[config.mk]
export PLATFORM = sky130hd
export DESIGN_NAME = hamming_candidate_scan
export DESIGN_NICKNAME = d
export VERILOG_FILES = /design/src/rtl/hamming_candidate_scan.sv
export SDC_FILE = /design/constraint.sdc
export NUM_CORES = 1
export LEC_CHECK = 0
export CORE_MARGIN = 2
export CORE_UTILIZATION = 63
export DETAILED_ROUTE_END_ITERATION = 12
export PLACE_DENSITY = 0.83
export SYNTH_ARGS = -nofsm -noshare
export SYNTH_HDL_FRONTEND = slang
export SYNTH_SLANG_ARGS = --single-unit
[constraint.sdc]
create_clock -name clock -period 14 [get_ports clock]
set_input_delay 1.4 -clock clock [delete_from_list [all_inputs] [get_ports clock]]
set_output_delay 1.4 -clock clock [all_outputs]
set_load 0.05 [all_outputs]
[src/rtl/hamming_candidate_scan.sv]
// Sweeps every candidate word of width n, finds its minimum Hamming distance
// to a stored code set through a registered popcount stage, and streams out
// candidates meeting min_hd (flagged when they also meet min_iso).
module hamming_candidate_scan #(
  parameter int WIDTH    = 8,
  parameter int MAX_CODE = 16,
  parameter int DW       = $clog2(WIDTH + 1),
  parameter int CW       = $clog2(MAX_CODE + 1)
) (
  input  logic               clock,
  input  logic               reset_n,
  input  logic               code_clear,
  input  logic               code_wr_en,
  input  logic [WIDTH-1:0]   code_wr_data,
  output logic [CW-1:0]      code_count,
  output logic               code_full,
  input  logic               start,
  input  logic [DW-1:0]      n,
  input  logic [DW-1:0]      min_hd,
  input  logic [DW-1:0]      min_iso,
  output logic               busy,
  output logic               done,
  output logic               cand_valid,
  input  logic               cand_ready,
  output logic [WIDTH-1:0]   cand_data,
  output logic               cand_iso,
  output logic [DW-1:0]      cand_dist,
  output logic [WIDTH:0]     pass_count,
  output logic [WIDTH:0]     iso_count
);

  localparam int AW = (MAX_CODE > 1) ? $clog2(MAX_CODE) : 1;

  typedef enum logic [2:0] {
    S_IDLE,
    S_COMPARE,
    S_DRAIN,
    S_DECIDE,
    S_EMIT,
    S_DONE
  } state_t;

  state_t             state_q, state_d;
  logic [DW-1:0]      n_q, n_d;
  logic [DW-1:0]      min_hd_q, min_hd_d;
  logic [DW-1:0]      min_iso_q, min_iso_d;
  logic [WIDTH-1:0]   cand_q, cand_d;
  logic [CW-1:0]      idx_q, idx_d;
  logic [DW-1:0]      pc_q, pc_d;
  logic               pc_valid_q, pc_valid_d;
  logic [DW-1:0]      min_acc_q, min_acc_d;
  logic [CW-1:0]      code_count_q, code_count_d;
  logic               cand_valid_q, cand_valid_d;
  logic [WIDTH-1:0]   cand_data_q, cand_data_d;
  logic               cand_iso_q, cand_iso_d;
  logic [DW-1:0]      cand_dist_q, cand_dist_d;
  logic [WIDTH:0]     pass_count_q, pass_count_d;
  logic [WIDTH:0]     iso_count_q, iso_count_d;

  logic [WIDTH-1:0]   code_mem_q [MAX_CODE];
  logic               code_we;
  logic [AW-1:0]      code_waddr;

  logic               full;
  logic [DW-1:0]      n_clamp;
  logic [WIDTH:0]     cand_limit;
  logic               last_cand;
  logic               do_advance;

  // Number of set bits over the full word width.
  function automatic logic [DW-1:0] popcount(input logic [WIDTH-1:0] v);
    logic [DW-1:0] c;
    // NOTE: blocking assignments are correct here and in always_comb; they
    // model combinational evaluation order, never state.
    c = '0;
    for (int i = 0; i < WIDTH; i++) c = c + DW'(v[i]);
    return c;
  endfunction

  assign full       = (code_count_q == CW'(MAX_CODE));
  assign n_clamp    = (n > DW'(WIDTH)) ? DW'(WIDTH) : n;
  assign cand_limit = ((WIDTH+1)'(1) << n_q) - (WIDTH+1)'(1);
  assign last_cand  = ({1'b0, cand_q} == cand_limit);
  assign code_waddr = code_count_q[AW-1:0];

  // Next-state, code-set maintenance, distance accumulation and output staging.
  always_comb begin
    // NOTE: every signal gets a default first so no path leaves one unassigned,
    // which would otherwise infer a latch.
    state_d      = state_q;
    n_d          = n_q;
    min_hd_d     = min_hd_q;
    min_iso_d    = min_iso_q;
    cand_d       = cand_q;
    idx_d        = idx_q;
    pc_d         = pc_q;
    pc_valid_d   = 1'b0;
    min_acc_d    = min_acc_q;
    code_count_d = code_count_q;
    cand_valid_d = cand_valid_q;
    cand_data_d  = cand_data_q;
    cand_iso_d   = cand_iso_q;
    cand_dist_d  = cand_dist_q;
    pass_count_d = pass_count_q;
    iso_count_d  = iso_count_q;
    code_we      = 1'b0;
    do_advance   = 1'b0;

    // Fold the popcount issued last cycle into the running minimum.
    if (pc_valid_q && (pc_q < min_acc_q)) min_acc_d = pc_q;

    unique case (state_q)
      S_IDLE: begin
        if (code_clear) begin
          code_count_d = '0;
        end else if (code_wr_en && !full) begin
          code_we      = 1'b1;
          code_count_d = code_count_q + CW'(1);
        end
        if (start) begin
          n_d          = n_clamp;
          min_hd_d     = min_hd;
          min_iso_d    = min_iso;
          pass_count_d = '0;
          iso_count_d  = '0;
          cand_d       = '0;
          idx_d        = '0;
          min_acc_d    = n_clamp;
          state_d      = (code_count_d == '0) ? S_DECIDE : S_COMPARE;
        end
      end
      S_COMPARE: begin
        pc_d       = popcount(cand_q ^ code_mem_q[idx_q[AW-1:0]]);
        pc_valid_d = 1'b1;
        if (idx_q == code_count_q - CW'(1)) state_d = S_DRAIN;
        else                                 idx_d   = idx_q + CW'(1);
      end
      S_DRAIN: begin
        state_d = S_DECIDE;
      end
      S_DECIDE: begin
        if (min_acc_q >= min_hd_q) begin
          cand_valid_d = 1'b1;
          cand_data_d  = cand_q;
          cand_dist_d  = min_acc_q;
          cand_iso_d   = (min_acc_q >= min_iso_q);
          pass_count_d = pass_count_q + (WIDTH+1)'(1);
          if (min_acc_q >= min_iso_q) iso_count_d = iso_count_q + (WIDTH+1)'(1);
          state_d      = S_EMIT;
        end else begin
          do_advance = 1'b1;
        end
      end
      S_EMIT: begin
        if (cand_ready) begin
          cand_valid_d = 1'b0;
          do_advance   = 1'b1;
        end
      end
      S_DONE: begin
        state_d = S_IDLE;
      end
      default: state_d = S_IDLE;
    endcase

    // Move to the next candidate, or finish after the all-ones candidate.
    if (do_advance) begin
      if (last_cand) begin
        state_d = S_DONE;
      end else begin
        cand_d    = cand_q + WIDTH'(1);
        min_acc_d = n_q;
        idx_d     = '0;
        state_d   = (code_count_q == '0) ? S_DECIDE : S_COMPARE;
      end
    end
  end

  // State and control registers with synchronous active-low reset.
  always_ff @(posedge clock) begin
    // NOTE: sequential state uses non-blocking assignments only, so every
    // flop samples the pre-edge values regardless of statement order.
    if (!reset_n) begin
      state_q      <= S_IDLE;
      n_q          <= '0;
      min_hd_q     <= '0;
      min_iso_q    <= '0;
      cand_q       <= '0;
      idx_q        <= '0;
      pc_q         <= '0;
      pc_valid_q   <= 1'b0;
      min_acc_q    <= '0;
      code_count_q <= '0;
      cand_valid_q <= 1'b0;
      cand_data_q  <= '0;
      cand_iso_q   <= 1'b0;
      cand_dist_q  <= '0;
      pass_count_q <= '0;
      iso_count_q  <= '0;
    end else begin
      state_q      <= state_d;
      n_q          <= n_d;
      min_hd_q     <= min_hd_d;
      min_iso_q    <= min_iso_d;
      cand_q       <= cand_d;
      idx_q        <= idx_d;
      pc_q         <= pc_d;
      pc_valid_q   <= pc_valid_d;
      min_acc_q    <= min_acc_d;
      code_count_q <= code_count_d;
      cand_valid_q <= cand_valid_d;
      cand_data_q  <= cand_data_d;
      cand_iso_q   <= cand_iso_d;
      cand_dist_q  <= cand_dist_d;
      pass_count_q <= pass_count_d;
      iso_count_q  <= iso_count_d;
    end
  end

  // Code-set storage, appended at the current count.
  always_ff @(posedge clock) begin
    // NOTE: the storage array is deliberately not reset; code_count alone
    // decides which entries are meaningful, so stale contents are harmless.
    if (code_we) code_mem_q[code_waddr] <= code_wr_data;
  end

  assign code_count = code_count_q;
  assign code_full  = full;
  assign busy       = (state_q == S_COMPARE) || (state_q == S_DRAIN) ||
                      (state_q == S_DECIDE)  || (state_q == S_EMIT);
  assign done       = (state_q == S_DONE);
  assign cand_valid = cand_valid_q;
  assign cand_data  = cand_data_q;
  assign cand_iso   = cand_iso_q;
  assign cand_dist  = cand_dist_q;
  assign pass_count = pass_count_q;
  assign iso_count  = iso_count_q;

endmodule

Yosys cells after proc, flatten, opt, wreduce, memory -nomap -nowiden
Memories as Yosys holds them, arrays and structs flattened. A register that Yosys moved wholly into a read port is not among the register bits.
Cells that the tools add are included.
{"block": "word_totals", "regBits": 74, "ram_bits": 128, "inputBits": 26, "mem_count": 1}
{"memory": "code_mem_q", "depth": 16, "width": 8, "read_ports": 1, "rd_ports_with_merged_regs": 1, "wr": 1, "line_no": "60", "source": "logic [WIDTH-1:0] code_mem_q [MAX_CODE];"}
{"block": "op_classes", "n_addsub": 14, "order_cmp": 4, "eq_ne": 16, "shift": 1, "mux": 45, "bitwise_logic": 1, "reduce_logical": 17}
{"operator": "9-bit 2-to-1 mux", "count": 4}
{"operator": "9-bit case mux with 2 select lines", "count": 2}
{"operator": "5-bit 2-to-1 mux", "count": 7}
{"operator": "8-bit 2-to-1 mux", "count": 4}
{"operator": "4-bit 2-to-1 mux", "count": 7}
{"operator": "9-bit by 1-bit adder with 9-bit output, second input constant", "count": 2}
{"operator": "4-bit by 1-bit adder with 4-bit output", "count": 4}
{"operator": "3-bit 2-to-1 mux", "count": 5}
{"operator": "3-bit case mux with 5 select lines", "count": 1}
{"operator": "5-bit by 1-bit adder with 5-bit output, second input constant", "count": 2}
{"operator": "5-bit logical NOT", "count": 2}
{"operator": "1-bit 2-to-1 mux", "count": 10}
{"operator": "2-bit != test, second input constant", "count": 5}
{"operator": "5-bit case mux with 2 select lines", "count": 1}
{"operator": "8-bit by 9-bit == test with 1-bit output", "count": 1}
{"operator": "3-bit != test, second input constant", "count": 3}
{"operator": "1-bit by 4-bit left shift with 9-bit output, first input constant", "count": 1}
{"operator": "9-bit by 2-bit subtractor with 9-bit output, second input constant", "count": 1}
{"operator": "8-bit by 1-bit adder with 8-bit output, second input constant", "count": 1}
{"operator": "4-bit greater-or-equal comparator", "count": 2}
{"operator": "4-bit AND reduction", "count": 2}
{"operator": "8-bit XOR", "count": 1}
{"operator": "3-bit by 2-bit == test with 1-bit output, second input constant", "count": 2}
{"operator": "3-bit == test, second input constant", "count": 2}
{"operator": "other kinds (18)", "count": 26}

Depth between registers and ports, before layout
{"block": "depth", "word_depth": 11, "depth_mapped": 16, "depth_no_buf": 14}

Worst setup path before layout
OpenSTA, ideal clock, no wires.
{"block": "synth_timing", "kind": "reg-to-reg", "startpoint": "register, netlist name idx_q[0]", "endpoint": "register pc_q[2]", "arrival_time_ns": 4.533, "path_slack_ns": 9.396, "stages_incl_launch_ff": 17, "path_buffers": 2, "cell_sequence": "dfxtp_1 > buf_2 > buf_2 > mux4_2 > mux4_2 > xor2_1 > fa_1 > fa_1 > inv_1 > fa_1 > inv_1 > ha_1 > inv_1 > fa_1 > xnor2_1 > nand2_1 > a21oi_1"}
{"item": "end signal, assigned", "line_no": "207", "source": "pc_q <= pc_d;"}
{"item": "end, declared", "line_no": "49", "source": "logic [DW-1:0] pc_q, pc_d;"}

==> impl_metrics.yaml <==
status:
  status: "complete, no violations"
synthesis:
  synth_top_area_share_pct: 41.0
  synthFlopType: "edfxtp_1"
  netlist_area_sq_mm: 0.00937
  avgSynthCellArea_sq_um: 12.2
  synthesis.instances: 767
  yosys_warnings: 0
  synth.distinct_cells: 65
  synth_most_common_cell: "edfxtp_1"
  synth_seq_area_share_pct: 56.9
  synth_area_leaders: "edfxtp_1 41%, dfxtp_1 16%, mux4_2 9.6%"
  ys_async_sr_fraction_pct: 0
  syn-num-nets: 821
  synth_edf_count: 128
  yosys-top-cells-count: "128 x edfxtp_1, 86 x nand2_1, 74 x dfxtp_1, 65 x a21oi_1, 45 x nor2_1"
  yosysTopAreaCell: "edfxtp_1"
  synth_seq_cells: 202
power:
  leakage_nw: 3.53
  combPwrFrac_pct: 23.1
  power.internal_mw: 1.08
  switching_share_pct: 30.1
  seq_power_share_pct: 43.9
  p_clk_share_pct: 33.0
  powerDensity_mw_per_mm2: 145
  vdd_drop_max_mv: 0.129
  switchingPower_uw: 465
drt:
  drc: 0
  drt_first_pass_iters: 6
  dr.first_iter.drc_count: 833
  via_per_inst: 6.68
  wirelength_mm: 23.2
  wl_per_cell_microns: 23.1
  ant_nets: 0
  vias: 6698
sta:
  fin_crit_sh_pct: 35.3
  max_freq_mhz: 202
  max-slew-margin-rel_pct: 22.5
  setup_slack_ns: 9.06
  setup_viol: 0
  rsz0062_at_grt: "no"
  hold_viol: 0
  skew_ns: 0.0171
  tightest_slew_ns: 1.16
  setup-tns-final_ns: 0
  period_minus_slack_ns: 4.94
  slew_viol_final: 0
global_route:
  grt_remaining_overflow: 0
  first_global_vias: 6539
  antenna_found_initial: 0
  grt_usage_pct: 29.4
  grt_pass1_wl_mm: 36.2
  grt_max_degree: 49
die:
  io_pins: 66
  die_area_sq_mm: 0.0159
  coreArea_sq_mm: 0.0145
  initial_utilization_pct: 64.4
  die_w_microns: 126
  fp-row-count: 44
  die_y_microns: 126
worst_setup_path:
  crit_chain: "buf_4, mux4_2, mux4_2, xor2_1, fa_1, fa_1, inv_1, fa_1, inv_1, ha_1, inv_1, fa_1, xnor2_1, nand2_1, a21oi_1"
  critPathMaxFanout: 37
  slowest_delay_ns: 0.60
  path_common_cell: "fa_1"
  critPathSlowestCell: "mux4_2"
  crit_required_ns: 14.43
  crit_arrival_ns: 5.37
  critPathLaunchType: "flip-flop"
  critical_path_class: "flip-flop to flip-flop"
  endpoint_kind: "flip-flop"
cells_and_area:
  fill_cells: 883
  fin_util_pct: 73.5
  fin_cells: 1003
  n_antenna_cell: 0
  drive_gt1_share_pct: 11.2
  area_delta_synth_final_pct: 14.0
  final_net_count: 860
  final_area_sq_mm: 0.0107
job:
  drv_cap: 0
place:
  gp_congestion: 0.820
  placed_area_sq_mm: 0.0101
  dp_hpwl_mm: 14.6
  place_ws_ns: 9.07
  io_buffers: 65
  placed_cells: 968
clock_tree:
  cts_buffers: 20
  post_cts_buffers: 0
  clockBufferDepth: 3
  tritoncts: "yes"
  clock-sinks: 202
  cts-root-buf: "clkbuf_16"
  cts.clk_slew.worst_paths_ns: 0.06
  hold_buffers: 0
  h-tree-depth: 1
  clock_latency_ns: 0.51
  cts_resized: 0
worst_hold_path:
  hold_class: "flip-flop to flip-flop"
-- critical path, delay by kind of cell (launching register included) --
family / cells / cell delay (ns)
adders and majority gates: 5 / 2.10
muxes: 2 / 1.11
buffers and inverters: 4 / 0.73
xor gates and xnor gates: 2 / 0.35
DFF: 1 / 0.32
AOI/OAI and AO/OA: 1 / 0.19
and+or+nand+nor: 1 / 0.07
-- flip-flops by register name, indices dropped and copies added, names as in the netlist, 5 cells and up --
signal,cells
cand_data,8
idx_q,5
pass_count,9
code_count,5
cand_q,8
code_mem_q,128
iso_count,9
-- metrics by stage --
step | hold slack (ns) | power (mW)
final | 0.462 | 1.55
after global routing | 0.481 | 1.61
after CTS | 0.462 | 1.54
after detailed placement | 0.453 | 1.04
after global placement | 0.441 | 1.01
after floorplan | 0.436 | 0.943
-- area by class of cell --
cell class	count	area [sq um]	area share (%)
flip-flops and latches	202	5330	49.9
multi-input cells	485	3730	35.0
repair buffers	68	673	6.31
clock buffers	26	524	4.91
well taps	184	230	2.16
inverters	29	109	1.02
clock inverters	9	81.3	0.762
-- metal layers --
layer | routed length, microns | up-vias | global-route usage [%]
li1 | - | 2939 | -
met1 | 8790 | 3278 | 41.1
met2 | 11500 | 418 | 48.3
met3 | 2160 | 63 | 4.55
met4 | 744 | 0 | 9.50
met5 | 0 | - | 0
-- path summary, 6_finish.rpt --
path | depth (start not counted) | to | startpoint | slack [ns]
setup / recovery | 15 | pc_q[2] | idx_q[0] | 9.06
hold / removal | 2 | min_hd_q[1] | min_hd_q[1] | 0.46
setup reg to reg | 15 | pc_q[2] | idx_q[0] | 9.06
hold reg to reg | 2 | min_hd_q[1] | min_hd_q[1] | 0.46
-- power groups by stage --
stage / combinational [mW] / clock, mW / sequential (mW)
5_1_grt: 0.391 / 0.535 / 0.680
3_3_place_gp: 0.320 / 0 / 0.688
4_1_cts: 0.352 / 0.512 / 0.677
2_1_floorplan: 0.262 / 0 / 0.681
3_5_place_dp: 0.346 / 0 / 0.690
6_report: 0.357 / 0.510 / 0.678
-- cell usage in the layout (no fill, tap or decap), types with 3 or more instances in the layout --
cell type	n
and2_1	11
a21o_1	6
a21oi_1	65
nand4_1	12
xor2_1	12
and3b_1	3
nand2_1	86
nor2_1	45
and3_1	6
mux2_2	3
or3_1	9
a22oi_1	3
nand3_1	20
nor2b_1	3
dfxtp_1	73
o21ai_0	19
clkdlybuf4s50_1	65
nand2b_1	7
inv_1	29
clkinv_1	3
or4_1	9
ha_1	24
o31ai_1	8
a211oi_1	3
nor3b_1	3
edfxtp_1	128
clkbuf_1	5
nand3b_1	3
xnor2_1	14
a31o_2	4
buf_4	3
fa_1	4
clkbuf_16	20
mux2i_1	6
mux4_2	40
nor3_1	13
o221ai_1	5
-- logic make-up after synthesis --
group                      count (synthesis)  share of synthesized area (%)
AOI/OAI and AO/OA                        139                           9.74
xor gates and xnor gates                  26                           2.43
adders and majority gates                 28                           4.06
buffers and inverters                     80                           3.37
DFF                                      202                           56.9
muxes                                     49                           10.6
and+or+nand+nor                          243                           12.9
(Power assumes the default switching activity.)
